--- config.mk ---
export PLATFORM = sky130hd
export DESIGN_NAME = code_guess_evaluator
export DESIGN_NICKNAME = d
export VERILOG_FILES = /design/src/rtl/code_guess_evaluator_pkg.sv /design/src/rtl/code_guess_evaluator_digit_value_counter.sv /design/src/rtl/code_guess_evaluator.sv
export SDC_FILE = /design/constraint.sdc
export NUM_CORES = 1
export LEC_CHECK = 0
export CORE_MARGIN = 10
export CORE_UTILIZATION = 50
export CTS_BUF_LIST = sky130_fd_sc_hd__clkbuf_2
export DETAILED_ROUTE_END_ITERATION = 10
export PLACE_DENSITY = 0.82
export SYNTH_ARGS = -nofsm -noshare
export SYNTH_HDL_FRONTEND = slang
export SYNTH_SLANG_ARGS = --single-unit
--- constraint.sdc ---
create_clock -name clk -period 6.4 [get_ports clk]
set_input_delay 0.96 -clock clk [delete_from_list [all_inputs] [get_ports clk]]
set_output_delay 0.96 -clock clk [all_outputs]
set_load 0.02 [all_outputs]
--- src/rtl/code_guess_evaluator_pkg.sv ---
// code_break_pkg: shared state encoding and digit helpers for the code-break evaluator
package code_break_pkg;
  typedef enum logic [2:0] {NO_CODE, READY, EXACT, TOTAL, RESULT, REJECT, DONE, LOCKED} state_e;
  // Helpers take vectors zero-extended to MAX_VEC bits so one function serves any parameterisation.
  localparam int MAX_VEC = 256;
  localparam int MAX_DW = 32;
  function automatic logic [MAX_DW-1:0] get_digit(input logic [MAX_VEC-1:0] vec, input int idx, input int dw);
    logic [MAX_VEC-1:0] s;
    s = vec >> (idx * dw);
    return s[MAX_DW-1:0] & ((MAX_DW'(1) << dw) - MAX_DW'(1));
  endfunction
  function automatic logic all_legal(input logic [MAX_VEC-1:0] vec, input int n, input int dw, input int dmax);
    logic ok;
    ok = 1'b1;
    for (int i = 0; i < n; i++) ok &= get_digit(vec, i, dw) <= MAX_DW'(dmax);
    return ok;
  endfunction
endpackage

--- src/rtl/code_guess_evaluator_digit_value_counter.sv ---
// digit_value_counter: counts how many digits of a packed vector equal a given value
//   vec_i : packed digits, digit i at [i*DIGIT_W +: DIGIT_W]
//   v_i   : value to count
//   cnt_o : number of digits equal to v_i
module digit_value_counter
  import code_break_pkg::*;
#(
  parameter int NUM_DIGITS = 4,
  parameter int DIGIT_W = 4
) (
  input  logic [NUM_DIGITS*DIGIT_W-1:0]   vec_i,
  input  logic [DIGIT_W-1:0]              v_i,
  output logic [$clog2(NUM_DIGITS+1)-1:0] cnt_o
);
  localparam int CNT_W = $clog2(NUM_DIGITS + 1);
  always_comb begin
    cnt_o = '0;
    for (int i = 0; i < NUM_DIGITS; i++) cnt_o += CNT_W'(get_digit(MAX_VEC'(vec_i), i, DIGIT_W) == MAX_DW'(v_i));
  end
endmodule

--- src/rtl/code_guess_evaluator.sv ---
// code_guess_evaluator: multi-cycle exact/partial scorer for code-break guesses with attempt tracking
//   code_load/code_in    : load a new defusal code (illegal codes pulse code_err)
//   guess_valid/ready/in : guess handshake, guess latched at the accept edge
//   result_valid         : one-cycle pulse, exact_cnt/partial_cnt/guess_err valid
//   solved/locked_out    : sticky status, cleared by a legal code load
//   attempts_used        : legal guesses scored since the last code load
module code_guess_evaluator
  import code_break_pkg::*;
#(
  parameter int NUM_DIGITS = 4,
  parameter int DIGIT_W = 4,
  parameter int DIGIT_MAX = 9,
  parameter int MAX_ATTEMPTS = 10,
  localparam int CNT_W = $clog2(NUM_DIGITS + 1),
  localparam int ATT_W = (MAX_ATTEMPTS == 0) ? 1 : $clog2(MAX_ATTEMPTS + 1),
  localparam int VEC_W = NUM_DIGITS * DIGIT_W
) (
  input  logic             clk,
  input  logic             rst_n,
  input  logic             code_load,
  input  logic [VEC_W-1:0] code_in,
  input  logic             guess_valid,
  output logic             guess_ready,
  input  logic [VEC_W-1:0] guess_in,
  output logic             result_valid,
  output logic [CNT_W-1:0] exact_cnt,
  output logic [CNT_W-1:0] partial_cnt,
  output logic             guess_err,
  output logic             code_err,
  output logic             solved,
  output logic             locked_out,
  output logic [ATT_W-1:0] attempts_used
);
  // idx_q walks digit positions in EXACT and digit values in TOTAL.
  localparam int IDX_W = $clog2(((NUM_DIGITS > DIGIT_MAX) ? NUM_DIGITS : DIGIT_MAX + 1) + 1);
  localparam logic [ATT_W-1:0] ATT_SAT = (MAX_ATTEMPTS == 0) ? '1 : ATT_W'(MAX_ATTEMPTS);
  state_e state_q, state_d;
  logic [VEC_W-1:0] code_q, code_d, guess_q, guess_d;
  logic [IDX_W-1:0] idx_q, idx_d;
  logic [CNT_W-1:0] exact_q, exact_d, total_q, total_d;
  logic [CNT_W-1:0] ex_cnt_q, ex_cnt_d, pa_cnt_q, pa_cnt_d;
  logic [ATT_W-1:0] att_q, att_d;
  logic rv_q, rv_d, gerr_q, gerr_d, cerr_q, cerr_d;
  logic solved_q, solved_d, locked_q, locked_d, ready_q, ready_d;
  logic code_ok, guess_ok, digit_eq, all_exact, lock_hit;
  logic [CNT_W-1:0] code_n, guess_n, min_n;
  assign code_ok = all_legal(MAX_VEC'(code_in), NUM_DIGITS, DIGIT_W, DIGIT_MAX);
  assign guess_ok = all_legal(MAX_VEC'(guess_in), NUM_DIGITS, DIGIT_W, DIGIT_MAX);
  assign digit_eq = get_digit(MAX_VEC'(code_q), int'(idx_q), DIGIT_W) == get_digit(MAX_VEC'(guess_q), int'(idx_q), DIGIT_W);
  assign min_n = (code_n < guess_n) ? code_n : guess_n;
  assign all_exact = exact_q == CNT_W'(NUM_DIGITS);
  assign lock_hit = (MAX_ATTEMPTS != 0) && (att_q == ATT_W'(MAX_ATTEMPTS));
  digit_value_counter #(.NUM_DIGITS(NUM_DIGITS), .DIGIT_W(DIGIT_W)) u_code_cnt (
    .vec_i(code_q),
    .v_i  (DIGIT_W'(idx_q)),
    .cnt_o(code_n)
  );
  digit_value_counter #(.NUM_DIGITS(NUM_DIGITS), .DIGIT_W(DIGIT_W)) u_guess_cnt (
    .vec_i(guess_q),
    .v_i  (DIGIT_W'(idx_q)),
    .cnt_o(guess_n)
  );
  always_comb begin
    state_d = state_q;
    code_d = code_q;
    guess_d = guess_q;
    idx_d = idx_q;
    exact_d = exact_q;
    total_d = total_q;
    ex_cnt_d = ex_cnt_q;
    pa_cnt_d = pa_cnt_q;
    att_d = att_q;
    rv_d = 1'b0;
    cerr_d = 1'b0;
    gerr_d = gerr_q;
    solved_d = solved_q;
    locked_d = locked_q;
    case (state_q)
      READY: if (guess_valid && !code_load) begin
        guess_d = guess_in;
        idx_d = '0;
        exact_d = '0;
        total_d = '0;
        gerr_d = guess_ok ? 1'b0 : gerr_q;
        att_d = (guess_ok && att_q != ATT_SAT) ? att_q + ATT_W'(1) : att_q;
        state_d = guess_ok ? EXACT : REJECT;
      end
      REJECT: begin
        rv_d = 1'b1;
        gerr_d = 1'b1;
        ex_cnt_d = '0;
        pa_cnt_d = '0;
        state_d = READY;
      end
      EXACT: begin
        exact_d = exact_q + CNT_W'(digit_eq);
        idx_d = (idx_q == IDX_W'(NUM_DIGITS - 1)) ? '0 : idx_q + IDX_W'(1);
        state_d = (idx_q == IDX_W'(NUM_DIGITS - 1)) ? TOTAL : EXACT;
      end
      TOTAL: begin
        total_d = total_q + min_n;
        idx_d = idx_q + IDX_W'(1);
        if (idx_q == IDX_W'(DIGIT_MAX)) begin
          state_d = RESULT;
          rv_d = 1'b1;
          ex_cnt_d = exact_q;
          pa_cnt_d = total_d - exact_q;
        end
      end
      RESULT: begin
        solved_d = solved_q | all_exact;
        locked_d = locked_q | (!all_exact && lock_hit);
        state_d = all_exact ? DONE : (lock_hit ? LOCKED : READY);
      end
      default: ;
    endcase
    // A legal code load overrides everything, aborting any evaluation without a result.
    if (code_load) begin
      cerr_d = !code_ok;
      if (code_ok) begin
        code_d = code_in;
        state_d = READY;
        rv_d = 1'b0;
        gerr_d = 1'b0;
        solved_d = 1'b0;
        locked_d = 1'b0;
        att_d = '0;
      end
    end
    ready_d = state_d == READY;
  end
  always_ff @(posedge clk or negedge rst_n) begin
    if (!rst_n) begin
      state_q <= NO_CODE;
      code_q <= '0;
      guess_q <= '0;
      idx_q <= '0;
      exact_q <= '0;
      total_q <= '0;
      ex_cnt_q <= '0;
      pa_cnt_q <= '0;
      att_q <= '0;
      rv_q <= 1'b0;
      cerr_q <= 1'b0;
      gerr_q <= 1'b0;
      solved_q <= 1'b0;
      locked_q <= 1'b0;
      ready_q <= 1'b0;
    end else begin
      state_q <= state_d;
      code_q <= code_d;
      guess_q <= guess_d;
      idx_q <= idx_d;
      exact_q <= exact_d;
      total_q <= total_d;
      ex_cnt_q <= ex_cnt_d;
      pa_cnt_q <= pa_cnt_d;
      att_q <= att_d;
      rv_q <= rv_d;
      cerr_q <= cerr_d;
      gerr_q <= gerr_d;
      solved_q <= solved_d;
      locked_q <= locked_d;
      ready_q <= ready_d;
    end
  end
  assign guess_ready = ready_q;
  assign result_valid = rv_q;
  assign exact_cnt = ex_cnt_q;
  assign partial_cnt = pa_cnt_q;
  assign guess_err = gerr_q;
  assign code_err = cerr_q;
  assign solved = solved_q;
  assign locked_out = locked_q;
  assign attempts_used = att_q;
endmodule
Word-level counts from Yosys, hierarchy flattened
Index checks and enable logic that the tools add are counted.
- word-level logic and storage cells: 124
- register bits: 61
- output and inout bits: 16
- order comparisons: 9
- shifts and indexed selects: 2
- eq/ne operators: 22
- add/subtract/negate cells: 11
- bitwise logic cells: 8
- muxes and demuxes: 41
- reductions and logical operators: 16
- operator list (kind ; number):
    equality test 4 bit ; 9
    two-way mux 3 bit ; 11
    less-or-equal comparator 4 bit, second input constant ; 8
    >> shifter 16 x 6 -> 4 bit ; 2
    two-way mux 4 bit ; 7
    one-hot mux 3 bit (2 select lines) ; 4
    two-way mux 1 bit ; 15
    one-hot mux 3 bit (5 select lines) ; 1
    one-hot mux 4 bit (3 select lines) ; 1
    AND reduction 2 bit ; 6
    adder 3 x 1 -> 3 bit ; 3
    equality test 3 bit, second input constant ; 3
    adder 4 x 1 -> 4 bit, second input constant ; 2
    equality test 4 bit, second input constant ; 2
    adder 2 x 1 -> 3 bit ; 2
    bitwise AND 1 bit ; 6
    equality test 3 x 1 -> 1 bit, second input constant ; 2
    equality test 3 x 2 -> 1 bit, second input constant ; 2
    nonzero test 2 bit ; 3
    adder 1 x 1 -> 2 bit ; 2
    equality test 4 x 2 -> 1 bit, second input constant ; 1
    inequality test 2 bit, second input constant ; 2
    inequality test 4 bit, second input constant ; 1
    one-hot mux 1 bit (2 select lines) ; 2
    other kinds (7) ; 12

Depth between registers and ports, before layout
- word-level depth: 10
- depth in mapped cells: 20

Cells and area by module
Synthesis repeated with hierarchy kept, for this count alone.
- cell total of the unflattened synthesis: 352
- area total of the unflattened synthesis: 3616.0 µm²
- modules (own cells, without submodules) (module ; area an instance (µm²) ; times used ; cells an instance ; seq. area each (µm²)):
    code_guess_evaluator ; 3145.5 ; 1 ; 306 ; 1526.5
    digit_value_counter ; 235.2 ; 2 ; 23 ; 0.0

Worst setup path after synthesis
OpenSTA, ideal clock, no wires.
- path type: reg-to-reg
- from: reg idx_q[0]
- to: reg pa_cnt_q[2] (netlist: partial_cnt[2])
- period minus slack after synthesis: 4608 ps
- cell stages (with the launch flop): 20
- arrival: 4481 ps
- path slack: 1792 ps
- required time: 6274 ps
- path buffers: 2
- cell sequence: dfrtp_1 > buf_2 > buf_2 > xnor2_1 > nand2_1 > nor3_1 > fa_1 > ha_1 > ha_1 > ha_1 > nand2_1 > o21ai_0 > mux2_2 > ha_1 > fa_1 > inv_1 > fa_1 > xnor2_1 > xnor2_1 > o21ai_0
- longest elaborated chain between the ends: 10
- RTL lines (what ; RTL line ; RTL):
    start: declaration ; code_guess_evaluator.sv:39 ; logic [IDX_W-1:0] idx_q, idx_d;
    start signal: assignment ; code_guess_evaluator.sv:153 ; idx_q <= idx_d;
    equality test 4 bit ; code_guess_evaluator_digit_value_counter.sv:18 ; for (int i = 0; i < NUM_DIGITS; i++) cnt_o += CNT_W'(get_digit(MAX_VEC'(vec_i), i, DIGIT_W) == MAX_DW'(v_i));
    adder 1 x 1 -> 2 bit ; code_guess_evaluator_digit_value_counter.sv:18 ;
    adder 2 x 1 -> 3 bit ; code_guess_evaluator_digit_value_counter.sv:18 ;
    adder 3 x 1 -> 3 bit ; code_guess_evaluator_digit_value_counter.sv:18 ;
    < comparator 3 bit ; code_guess_evaluator.sv:50 ; assign min_n = (code_n < guess_n) ? code_n : guess_n;
    two-way mux 3 bit ; code_guess_evaluator.sv:50 ;
    adder 3 bit ; code_guess_evaluator.sv:101 ; total_d = total_q + min_n;
    subtractor 3 bit ; code_guess_evaluator.sv:107 ; pa_cnt_d = total_d - exact_q;
    two-way mux 3 bit ; code_guess_evaluator.sv:103 ; if (idx_q == IDX_W'(DIGIT_MAX)) begin
    one-hot mux 3 bit (2 select lines) ; code_guess_evaluator.sv:78 ; case (state_q)
    end signal: assignment ; code_guess_evaluator.sv:157 ; pa_cnt_q <= pa_cnt_d;
    end: declaration ; code_guess_evaluator.sv:41 ; logic [CNT_W-1:0] ex_cnt_q, ex_cnt_d, pa_cnt_q, pa_cnt_d;
Several ways; a longest one is shown, not always the timed one. The select of a mux whose other input is x is not followed.
A chain may end at the register's enable or synchronous reset.

Final worst setup path
Ends and elaborated chain as after synthesis.

==> run_results.csv <==
group,metric,value,unit
placed_design,dp_hpwl,5.78,mm
yosys,synth-compound-area-share,0.0801,
hold_path,worstHoldPathType,"flop to flop",
run_status,status,"completed",
power_and_ir_drop,fin_total_pwr,1.68,mW
power_and_ir_drop,switchingPower,0.643,mW
critical_path,crit_top_cell,"ha_1",
sta,slew_headroom,0.452,
placed_design,io_buffer_count,51,
detailed_routing,antenna_left,0,
detailed_routing,post_drt_wl_per_cell,15.9,um
clock_network,cts_setup_buffers,0,
yosys,synth-async-reset-ratio,1.00,
yosys,ys_seq_area_frac,0.421,
sta,period_share,0.782,
sta,tightest_slew,0.822,ns
finish,syn_to_final_growth,19.4,%
finish,num_antenna_cells,0,
hold_path,whs_path_depth,2,
global_route,grt_antenna_before_repair,0,
clock_network,cts_resized,0,
global_route,grt_pass1_vias,2756,
sta,drv_slew,0,
yosys,synth_fp_nets,387,
die,die_area,11000,um2
sta,fmax,0.200,GHz
global_route,grt_overflow,0,
sta,setup_viol,0,
detailed_routing,highest_layer,"met4",
critical_path,crit_required,6.77,ns
critical_path,crit_arrival,5.37,ns
die,dieWidth,105,um
global_route,grt_max_degree,62,
job,drv_cap,0,
die,fp-row-count,30,
power_and_ir_drop,vdd_ir_drop_max,0.198,mV
yosys,ys.flop_type,"dfrtp_1",
power_and_ir_drop,seqPwrFrac,0.393,
sta,period_needed,5.01,ns
clock_network,cts_hold_buf,0,
finish,drive_gt1_frac,0.171,
yosys,syn-cell-area,3620,um2
detailed_routing,via_per_inst,5.51,
clock_network,clkTransAtPathRegs,0.17,ns
finish,n_fill_cell,583,
yosys,synth_top_family_by_area,"simple AND/OR/NAND/NOR gates",
power_and_ir_drop,power_leakage,1.87,nW
placed_design,gp_congestion,0.884,
critical_path,startpoint_type,"flop",
yosys,synth_enable_flop_cells,0,
detailed_routing,wirelength,7.58,mm
power_and_ir_drop,pwr-share-comb,0.451,
die,io_pins,52,
yosys,synthXorXnorAreaFrac,0.109,
critical_path,critPathKind,"flop to flop",
sta,clock_skew,0.0332,ns
power_and_ir_drop,swShare,0.382,
finish,nets,439,
yosys,synth_seq_cells,61,
detailed_routing,drc,0,
clock_network,clockBufferDepth,2,
critical_path,cp_slowest_stage_delay,0.91,ns
yosys,avgSynthCellArea,11.2,um2
die,start_util,0.524,
critical_path,r2r_cells,18,
critical_path,cp_cell_sequence,"xnor2_1, nand4_1, fa_1, inv_1, ha_1, ha_1, inv_1, ha_1, nand2_1, o21ai_0, mux2_2, ha_1, fa_1, inv_1, fa_1, xnor2_1, xnor2_1, o21ai_0",
detailed_routing,first_pass_iters,4,
clock_network,cts_buffers,9,
yosys,synthAdderAreaFrac,0.102,
sta,tns,0,ns
clock_network,tritoncts,"built",
yosys,synthMuxAreaShare,0.127,
sta,hold_violations,0,
clock_network,htree_num_levels,3,
detailed_routing,wl_met2,3.81,mm
die,coreArea,6910,um2
yosys,yosysWarnings,0,
critical_path,end_kind,"flop",
power_and_ir_drop,p_clk_frac,0.156,
critical_path,cp_max_fo,20,
finish,layout_common_cells,"61 x dfrtp_1, 50 x clkdlybuf4s50_1, 31 x mux2_2, 24 x xnor2_1, 23 x ha_1",
global_route,gr-usage-all-layers,0.139,
global_route,grt_first_pass_wirelength,12.9,mm
clock_network,root_buffer,"clkbuf_2",
critical_path,slowest_stage,"dfrtp_1",
detailed_routing,met3WireLength,317,um
power_and_ir_drop,p_int,1.04,mW
power_and_ir_drop,power_density,389,nW/um2
finish,final_common_cell,"dfrtp_1",
sta,grt_setup_unrepaired,"false",
die,die_h,105,um
detailed_routing,first_iter_violations,139,
yosys,synth_cell_type_count,51,
yosys,synth-simple-area-share,0.131,
clock_network,clock_latency,0.48,ns
clock_network,clock-sinks,61,
detailed_routing,drt-met1-wl,3.30,mm
yosys,synthesis.instances,324,
detailed_routing,vias,2628,
==> critical path: cells and delay by family, from the launching register on <==
kind	cells	cell delay, ns
buffers and inverters	3	0.15
multiplexers	1	0.39
adder cells (fa/ha/maj)	7	2.37
AND/OR/NAND/NOR	2	0.19
AO/OA/AOI/OAI	2	0.38
flip-flops	1	0.91
XOR/XNOR	3	0.50
==> synth_stat cells, drive strengths merged, types with 2 or more instances <==
cell type   n  share of area
ha         23          0.079
buf        12          0.019
dfrtp      61           0.42
o22ai       4         0.0069
xnor2      24          0.058
nor3        7         0.0097
nor3b       2         0.0041
a21oi       8          0.012
and3        2         0.0035
nand2      22          0.023
nor2b       4         0.0069
nor2       15          0.018
nand2b      2         0.0035
a22oi       2         0.0041
xor2       21          0.051
mux2       34           0.11
fa          4          0.022
or3b        2         0.0055
nand3       3         0.0041
a211oi      2         0.0055
mux4        3          0.019
or2b        2         0.0048
a22o        3         0.0076
and2        2         0.0035
o21ai      25          0.036
and3b       2         0.0052
nand4       9          0.016
inv        11          0.011
or4         2         0.0041
nand3b      2         0.0041
==> state kept, by name, summed over array words and instances, names as in the netlist, 3 cells and up <==
| signal | cells |
|---|---|
| exact_cnt | 3 |
| exact_q | 3 |
| partial_cnt | 3 |
| state_q | 3 |
| total_q | 3 |
| idx_q | 4 |
| guess_q | 16 |
| attempts_used | 4 |
| code_q | 16 |
==> worst paths after layout <==
path / start / end / slack (ns)
setup reg to reg: idx_q[0] / partial_cnt[2] / 1.39
hold / removal: partial_cnt[0] / partial_cnt[0] / 0.49
setup / recovery: idx_q[0] / partial_cnt[2] / 1.39
hold reg to reg: partial_cnt[0] / partial_cnt[0] / 0.49
max in group asynchronous: rst_n / guess_q[11] / 5.28
min in group asynchronous: rst_n / guess_ready / 0.59
==> per-stage QoR <==
stage	area (um2)	setup slack [ns]	util	hold slack [ns]	std cells
after floorplan	3620	1.79	-	0.487	324
after global placement	4200	1.59	0.608	0.465	461
after detailed placement	4200	1.37	0.608	0.471	461
after CTS	4320	1.38	0.626	0.505	477
after global routing	4320	1.06	0.626	0.534	477
final	4320	1.39	0.626	0.492	477
==> logic make-up after synthesis <==
group | after synthesis
flops | 61
compound gates | 47
xor+xnor | 45
mux | 38
simple gates | 83
buf+inv | 23
fa+ha+maj | 27
==> layout make-up <==
class / count / area (um2) / area share
clock buffer: 10 / 50.0 / 0.0116
clock inverter: 6 / 77.6 / 0.0179
inverter: 11 / 41.3 / 0.00955
multi-input combinational: 240 / 1990 / 0.460
sequential: 61 / 1530 / 0.353
tap: 96 / 120 / 0.0278
timing repair buffer: 53 / 520 / 0.120
==> power groups by stage <==
stage / Sequential [mW] / Combinational [mW] / Clock (mW)
after floorplan: 0.622 / 0.580 / 0
final: 0.660 / 0.759 / 0.263
after detailed placement: 0.670 / 0.757 / 0
after global routing: 0.681 / 0.856 / 0.284
after CTS: 0.661 / 0.766 / 0.269
after global placement: 0.665 / 0.721 / 0
==> layer usage <==
metal / track usage / vias to the layer above
li1: - / 1249
met1: 0.161 / 1310
met2: 0.236 / 55
met3: 0.0350 / 14
met4: 0.0618 / 0
met5: 0 / -
No activity file was read; power rests on OpenSTA's default activity.
